[config.mk]
export PLATFORM = sky130hd
export DESIGN_NAME = input_sample_loader
export DESIGN_NICKNAME = d
export VERILOG_FILES = /design/src/rtl/snn_input_pkg.sv /design/src/rtl/input_bit_ram.sv /design/src/rtl/input_sample_loader.sv
export SDC_FILE = /design/constraint.sdc
export NUM_CORES = 1
export LEC_CHECK = 0
export ABC_AREA = 1
export CORE_ASPECT_RATIO = 0.7
export CORE_MARGIN = 2
export CORE_UTILIZATION = 35
export DETAILED_ROUTE_END_ITERATION = 10
export DONT_BUFFER_PORTS = 1
export PLACE_DENSITY = 0.6
export SLEW_MARGIN = 10
export SYNTH_ARGS = -nofsm -noshare
export SYNTH_HDL_FRONTEND = slang
export SYNTH_SLANG_ARGS = --single-unit
export TNS_END_PERCENT = 10
[constraint.sdc]
create_clock -name clk -period 13.4 [get_ports clk]
set_clock_uncertainty 0.2 [all_clocks]
set_input_delay 0.67 -clock clk [delete_from_list [all_inputs] [get_ports clk]]
set_output_delay 0.67 -clock clk [all_outputs]
set_load 0.01 [all_outputs]
[src/rtl/snn_input_pkg.sv]
// Shared constants and loader state encoding for the SNN input-pixel memory.
// Also used by the SNN core's input address sequencer.
package snn_input_pkg;

  localparam int SNN_NUM_PIXELS       = 784;
  localparam int SNN_PIX_ADDR_W       = 10;
  localparam int SNN_BYTES_PER_SAMPLE = SNN_NUM_PIXELS / 8;

  typedef enum logic [1:0] {
    IDLE  = 2'd0,
    LOAD  = 2'd1,
    CHECK = 2'd2,
    DONE  = 2'd3
  } loader_state_e;

  // Running checksum of the sample bytes (mod 256).
  function automatic logic [7:0] byte_sum_add(input logic [7:0] acc, input logic [7:0] data);
    return acc + data;
  endfunction

endpackage

[src/rtl/input_bit_ram.sv]
// 1-bit x 2**ADDR_WIDTH pixel RAM: one write port, one registered read port.
// Read-before-write on a same-address collision; contents are never reset.
module input_bit_ram #(
  parameter int ADDR_WIDTH = 10
) (
  input  logic                  clk,
  input  logic                  rst_n,
  input  logic                  we,
  input  logic [ADDR_WIDTH-1:0] waddr,
  input  logic                  wdata,
  input  logic [ADDR_WIDTH-1:0] raddr,
  output logic                  rq
);

  localparam int DEPTH = 2 ** ADDR_WIDTH;

  logic mem [0:DEPTH-1];

  always_ff @(posedge clk) begin
    if (we) begin
      mem[waddr] <= wdata;
    end
  end

  // Only the output register is cleared; the array itself keeps its contents.
  always_ff @(posedge clk or negedge rst_n) begin
    if (!rst_n) begin
      rq <= 1'b0;
    end else begin
      rq <= mem[raddr];
    end
  end

endmodule

[src/rtl/input_sample_loader.sv]
// Writer side of the 1-bit SNN input-pixel memory: unpacks a byte stream, LSB first, into the RAM.
// Define LOADER_CHECKSUM_EN to accept and verify a trailing mod-256 checksum byte.
module input_sample_loader
  import snn_input_pkg::*;
#(
  parameter int ADDR_WIDTH = SNN_PIX_ADDR_W,
  parameter int NUM_PIXELS = SNN_NUM_PIXELS
) (
  input  logic                  clk,
  input  logic                  rst_n,
  input  logic                  start,
  input  logic [7:0]            in_data,
  input  logic                  in_valid,
  output logic                  in_ready,
  output logic                  busy,
  output logic                  done,
  output logic                  err,
  input  logic [ADDR_WIDTH-1:0] rd_addr,
  output logic                  rd_q
);

  localparam logic [ADDR_WIDTH-1:0] LAST_PIX = ADDR_WIDTH'(NUM_PIXELS - 1);

  loader_state_e         state_q;
  logic [7:0]            shift_q;
  logic [3:0]            bit_cnt_q;
  logic [ADDR_WIDTH-1:0] pix_cnt_q;
  logic                  accept;
  logic                  ram_we;

`ifdef LOADER_CHECKSUM_EN
  logic [7:0] sum_q;
  logic       err_q;
  assign err = err_q;
`else
  assign err = 1'b0;
`endif

  // bit_cnt_q counts bits still waiting in the shifter; zero means it is empty.
  assign in_ready = ((state_q == LOAD) && (bit_cnt_q == 4'd0)) || (state_q == CHECK);
  assign accept   = in_valid && in_ready;
  assign ram_we   = (state_q == LOAD) && (bit_cnt_q != 4'd0);
  assign busy     = (state_q == LOAD) || (state_q == CHECK);
  assign done     = (state_q == DONE);

  always_ff @(posedge clk or negedge rst_n) begin
    if (!rst_n) begin
      state_q   <= IDLE;
      shift_q   <= '0;
      bit_cnt_q <= '0;
      pix_cnt_q <= '0;
`ifdef LOADER_CHECKSUM_EN
      sum_q     <= '0;
      err_q     <= 1'b0;
`endif
    end else begin
      case (state_q)
        IDLE, DONE: begin
          if (start) begin
            state_q   <= LOAD;
            bit_cnt_q <= '0;
            pix_cnt_q <= '0;
`ifdef LOADER_CHECKSUM_EN
            sum_q     <= '0;
            err_q     <= 1'b0;
`endif
          end
        end
        LOAD: begin
          if (ram_we) begin
            shift_q   <= {1'b0, shift_q[7:1]};
            bit_cnt_q <= bit_cnt_q - 4'd1;
            pix_cnt_q <= pix_cnt_q + ADDR_WIDTH'(1);
            if (pix_cnt_q == LAST_PIX) begin
`ifdef LOADER_CHECKSUM_EN
              state_q <= CHECK;
`else
              state_q <= DONE;
`endif
            end
          end else if (accept) begin
            shift_q   <= in_data;
            bit_cnt_q <= 4'd8;
`ifdef LOADER_CHECKSUM_EN
            sum_q     <= byte_sum_add(sum_q, in_data);
`endif
          end
        end
        CHECK: begin
`ifdef LOADER_CHECKSUM_EN
          if (accept) begin
            err_q   <= (in_data != sum_q);
            state_q <= DONE;
          end
`else
          state_q <= DONE;
`endif
        end
        default: state_q <= IDLE;
      endcase
    end
  end

  input_bit_ram #(
    .ADDR_WIDTH(ADDR_WIDTH)
  ) u_ram (
    .clk  (clk),
    .rst_n(rst_n),
    .we   (ram_we),
    .waddr(pix_cnt_q),
    .wdata(shift_q[0]),
    .raddr(rd_addr),
    .rq   (rd_q)
  );

endmodule

## Word-level counts from Yosys, hierarchy flattened

Memories as Yosys holds them, arrays and structs flattened. A register that Yosys moved wholly into a read port is not among the register bits.
Index checks and enable logic that the tools add are counted.

- Muxes and demuxes: 15
- Equal/unequal tests: 8
- $add $sub $neg: 2
- Reduce and logical (&&, ||, !) cells: 16

Operators with widths:

| operator | count |
|---|---|
| $mux W10 | 2 |
| $pmux W10 S2 | 1 |
| $mux W8 | 2 |
| $mux W4 | 3 |
| $add A10 B1 Y10 const B | 1 |
| $eq A10 B10 Y1 const B | 1 |
| $reduce_and A3 Y1 | 3 |
| $pmux W4 S2 | 1 |
| $mux W2 | 3 |
| $pmux W2 S3 | 1 |
| $eq A2 B2 Y1 const B | 2 |
| $logic_not A4 Y1 | 1 |
| $ne A2 B2 Y1 const B | 2 |
| $reduce_bool A2 Y1 | 2 |
| $reduce_bool A4 Y1 | 1 |
| $sub A4 B1 Y4 const B | 1 |
| $logic_and A1 B1 Y1 | 3 |
| $ne A3 B3 Y1 const B | 1 |
| $eq A2 B1 Y1 const B | 1 |
| $logic_not A2 Y1 | 1 |
| $logic_or A1 B1 Y1 | 2 |
| $mux W1 | 2 |
| $ne A2 B1 Y1 const B | 1 |
| $reduce_and A2 Y1 | 1 |
| other kinds (2) | 2 |

- Memories kept: 1
- RAM bits: 1024
- Register bits: 24
- Input bits: 22

Memories:

| memory | depth | bits a word | read ports | clocked after memory_dff | wr ports | RTL line | RTL |
|---|---|---|---|---|---|---|---|
| u_ram.mem | 1024 | 1 | 1 | 1 | 1 | input_bit_ram.sv:17 | `logic mem [0:DEPTH-1];` |

## Depth between registers and ports, before layout

- Depth in word-level cells: 7
- Mapped depth: 16

## Hierarchy

A second synthesis with hierarchy kept.

- Cell total of the unflattened synthesis: 4860
- Area, all modules: 47682.0 um^2

By module, submodules not included:

| module | sequential area each (um^2) | area each (um^2) | times used | cells an instance |
|---|---|---|---|---|
| input_bit_ram | 30774.5 | 46315.7 | 1 | 4684 |
| input_sample_loader | 600.6 | 1366.3 | 1 | 176 |

## Worst setup path before layout

Ideal clock, no wire load.

- Path type: reg2reg
- Start point: reg shift_q[0]
- End point: mem u_ram.mem[0], data pin
- Setup time: 2.607 ns
- Slack: -1.234 ns
- Cell stages (with the launch flop): 1
- Arrival time: 11.827 ns
- Cells stage by stage: dfrtp_1

RTL lines:

| what | RTL line | RTL |
|---|---|---|
| from (decl) | input_sample_loader.sv:25 | `logic [7:0] shift_q;` |
| from (signal assigned) | input_sample_loader.sv:71 | `shift_q <= {1'b0, shift_q[7:1]};` |
| from (signal assigned) | input_sample_loader.sv:82 | `shift_q <= in_data;` |
| to (decl) | input_bit_ram.sv:17 |  |

Straight into the memory's write port.

==> flow_summary_export.csv <==
group,metric,value,unit
run_status,outcome,"finished, final reports clean",
cts,clk_latency,0.70,ns
grt,overflow,0,
drt,totalWireLength,146700,µm
setup_path,critPathKind,"in2reg",
grt,grt_max_degree,514,
pwr,p_sw,2.557,mW
hold_path,hold_path_depth,2,
setup_path,slowest_stage,"buf_4",
sta,finalSetupTns,0,ns
setup_path,slowest_delay,0.94,ns
drt,top_layer,"met5",
cts,numCtsBuffers,96,
drt,drcViolationCount,0,
synthesis,yosysTopAreaCellShare,64.71,%
sta,slew_headroom,13.05,%
sta,tightest_slew,1.304,ns
setup_path,crit_required,13.85,ns
setup_path,worstSetupEndpointType,"register",
drt,dr.pass1.iters,6,
finish,drive_above_1_share,5.157,%
hold_path,hold_end,"state_q[0]$_DFFE_PN0P_",
cts,cts_buffer_depth,3,
hold_path,hp-start,"start",
run,maxCapViolations,0,
setup_path,timing.critical_path.buf_inv,4,
synthesis,synth_area_leaders,"edfxtp_1, nand3_1, nand2_1",
sta,layout_min_cycle_time,4.810,ns
sta,hold_viol,0,
grt,grtUsageTotal,20.68,%
sta,fin_ws,8.590,ns
die,io_pins,27,
pwr,pwr-share-clk,33.1,%
synthesis,yosysUniqueCellTypes,29,
place,hpwl,64160,µm
cts,path_clk_slew,0.07,ns
setup_path,rrSetupSlack,9.75,ns
cts,cts_sinks,1049,
synthesis,syn_inst,4793,
grt,grt_pass1_vias,32440,
drt,routedWlPerCell,22.94,µm
finish,syn_to_final_growth,8.225,%
setup_path,crit_arrival,5.26,ns
cts,cts-htree-levels,3,
place,place_ws,9.193,ns
hold_path,hp-class,"in2reg",
pwr,pwr-share-seq,49.9,%
pwr,p_per_area,163.3,nW/µm²
sta,slew_violations,0,
drt,vias,34980,
sta,rsz0062_at_grt,"false",
drt,wl_met2,62310,µm
synthesis,ys_warn_count,0,
die,die_h,312.3,µm
synthesis,yosysTopAreaCell,"edfxtp_1",
die,die_w,444.4,µm
setup_path,cpMostUsedCell,"nand3_1",
drt,wl_met1,64870,µm
die,start_util,35.16,%
sta,fmax,0.2079,GHz
sta,finalCritPeriodShare,35.89,%
pwr,swShare,30.45,%
setup_path,critical_path.top_delay_family,"buffers and inverters",
cts,cts_tree,"built",
pwr,leakage,16.74,nW
setup_path,r2r-start,"bit_cnt_q[0]$_DFFE_PN0P_",
finish,fillers,13390,
place,io_buffers,0,
grt,grt_antenna_before_repair,3,
setup_path,path_max_fanout,513,
sta,worst_hold_slack,0.04833,ns
setup_path,r2r-end,"u_ram.mem[923]$_DFFE_PP_",
synthesis,avgSynthCellArea,9.915,µm²
pwr,p_int,5.840,mW
cts,cts_resized,0,
drt,antenna_left,0,
synthesis,ys_seq_area_share,66.02,%
finish,multiInputGateArea,13960,µm²
synthesis,synth_fp_nets,4823,
sta,setup_viol,0,
finish,antenna_cells,0,
drt,drtIter0Drc,5343,
cts,ctsRootBufferMaster,"clkbuf_16",
finish,nNetsFinal,4565,
die,die-area,138800,µm²
die,core.rowCount,113,
pwr,p_comb_share,17.0,%
setup_path,startpoint_type,"input pin",
synthesis,synth-seq-cells,1049,
drt,wl_met3,16130,µm
finish,ff_latch_area,31380,µm²
setup_path,reg2reg_depth,9,
die,coreArea,135200,µm²
place,gp_congestion,0.7908,
synthesis,netlist_area,47520,µm²
grt,grt_pass1_wl,214600,µm
setup_path,worstPathCellList,"inv_16, buf_4, nand2_1, nand3_1, nand3_1, nand3_1, nand3_1, nand3_1, nand3_1, nand2_1, nand2_1, nand3_1, nand3_1, dlygate4sd3_1, nand2_1, dlygate4sd3_1",
pwr,ir_worst_vdd,0.0002352,V
drt,via_per_inst,5.468,
==> routing by layer <==
layer / vias to the layer above / global-route usage (%)
met3: 221 / 4.075
li1: 15680 / -
met5: - / 0
met1: 17350 / 31.30
met4: 4 / 5.203
met2: 1723 / 30.30
==> cells by family (layout without fill, tap and decap cells) <==
| family | count (synthesis) | count (layout) | share of synthesized area [%] |
|---|---|---|---|
| simple gates | 3239 | 3239 | 28.49 |
| flops | 1049 | 1049 | 66.02 |
| buf+inv | 469 | 291 | 4.945 |
| compound gates | 27 | 27 | 0.3291 |
| fa+ha+maj | 8 | 8 | 0.2106 |
| other cells | 1 | 1 | 0.007891 |
==> cells in the mapped netlist <==
library cell,number
a211oi_1,4
a21oi_1,5
a31oi_1,2
a32o_1,1
buf_1,35
buf_2,129
buf_4,14
buf_6,49
clkbuf_1,194
clkinv_1,1
conb_1,1
dfrtp_1,25
edfxtp_1,1024
ha_1,8
inv_1,43
inv_2,3
inv_8,1
nand2_1,1105
nand3_1,1043
nand4_1,1
nor2_1,1041
nor2_2,1
nor3_1,45
nor3_2,1
nor3b_1,1
nor4_1,1
o21ai_0,13
o21ai_1,1
o221ai_1,1
==> worst register-to-register path, cell delays in order (launching register included) <==
cell and delay, ns:
dfrtp_1 0.32, inv_1 0.07, ha_1 0.22, nand2_1 0.12
nor2_1 0.10, nor2_4 0.08, buf_4 0.53, nand3_2 0.90
buf_4 0.61, nor2_1 0.19
==> power groups by stage <==
| stage | clock (mW) | combinational [mW] | sequential (mW) |
|---|---|---|---|
| floorplan | 0 | 0.621 | 4.68 |
| global placement | 0 | 1.37 | 4.26 |
| detailed placement | 0 | 1.38 | 4.26 |
| CTS | 2.81 | 1.39 | 4.19 |
| global route | 2.93 | 1.52 | 4.20 |
| finish | 2.78 | 1.43 | 4.19 |
==> stage by stage <==
step | instances | utilization [%] | total power [mW] | area [µm²]
3_5_place_dp | 6206 | 35.67 | 5.642 | 48210
4_1_cts | 6397 | 38.05 | 8.386 | 51430
2_1_floorplan | 4793 | - | 5.299 | 47520
5_1_grt | 6397 | 38.05 | 8.646 | 51430
6_report | 6397 | 38.05 | 8.397 | 51430
3_3_place_gp | 6206 | 35.67 | 5.628 | 48210
==> state kept, by name, summed over array words and instances, names as in the netlist <==
signal and flops:
u_ram.mem 1024, pix_cnt_q 10, shift_q 8, bit_cnt_q 4
state_q 2, u_ram.rq 1
==> how the worst max path moves through the flow <==
stage	from	endpoint	cells past startpoint
global placement	rd_addr[1]	u_ram.rq$_DFF_PN0_	13
floorplan	shift_q[0]$_DFFE_PN0P_	u_ram.mem[0]$_DFFE_PP_	0
finish	rd_addr[0]	u_ram.rq$_DFF_PN0_	16
detailed placement	rd_addr[1]	u_ram.rq$_DFF_PN0_	13
CTS	rd_addr[1]	u_ram.rq$_DFF_PN0_	15
global route	rd_addr[1]	u_ram.rq$_DFF_PN0_	15
==> area by class of cell <==
type                            count  share of cell area (%)
Timing Repair Buffer               65                   1.104
Inverter                           48                  0.4087
Tap cell                         1782                   4.335
Clock inverter                     62                   1.129
Multi-Input combinational cell   3275                   27.15
Sequential cell                  1049                   61.01
Clock buffer                      116                   4.858
==> placed cells by master, fill, tap and decap left out, drive strengths merged <==
cell type	instances
nand2	1105
nand3	1043
nor2	1042
edfxtp	1024
clkbuf	116
buf	53
inv	49
clkinv	49
nor3	46
dfrtp	25
o21ai	14
dlygate4sd3	12
bufinv	9
ha	8
a21oi	5
a211oi	4
clkinvlp	3
a31oi	2
nor3b	1
o221ai	1
a32o	1
nor4	1
nand4	1
conb	1
==> repair_timing <==
action                     4_1_cts  5_1_grt
setup endpoints to repair        0        0
hold buffers                    13        0
hold endpoints to repair        34        0
buffers inserted                 0        0
Note: power is estimated with default switching activity, not from simulation.
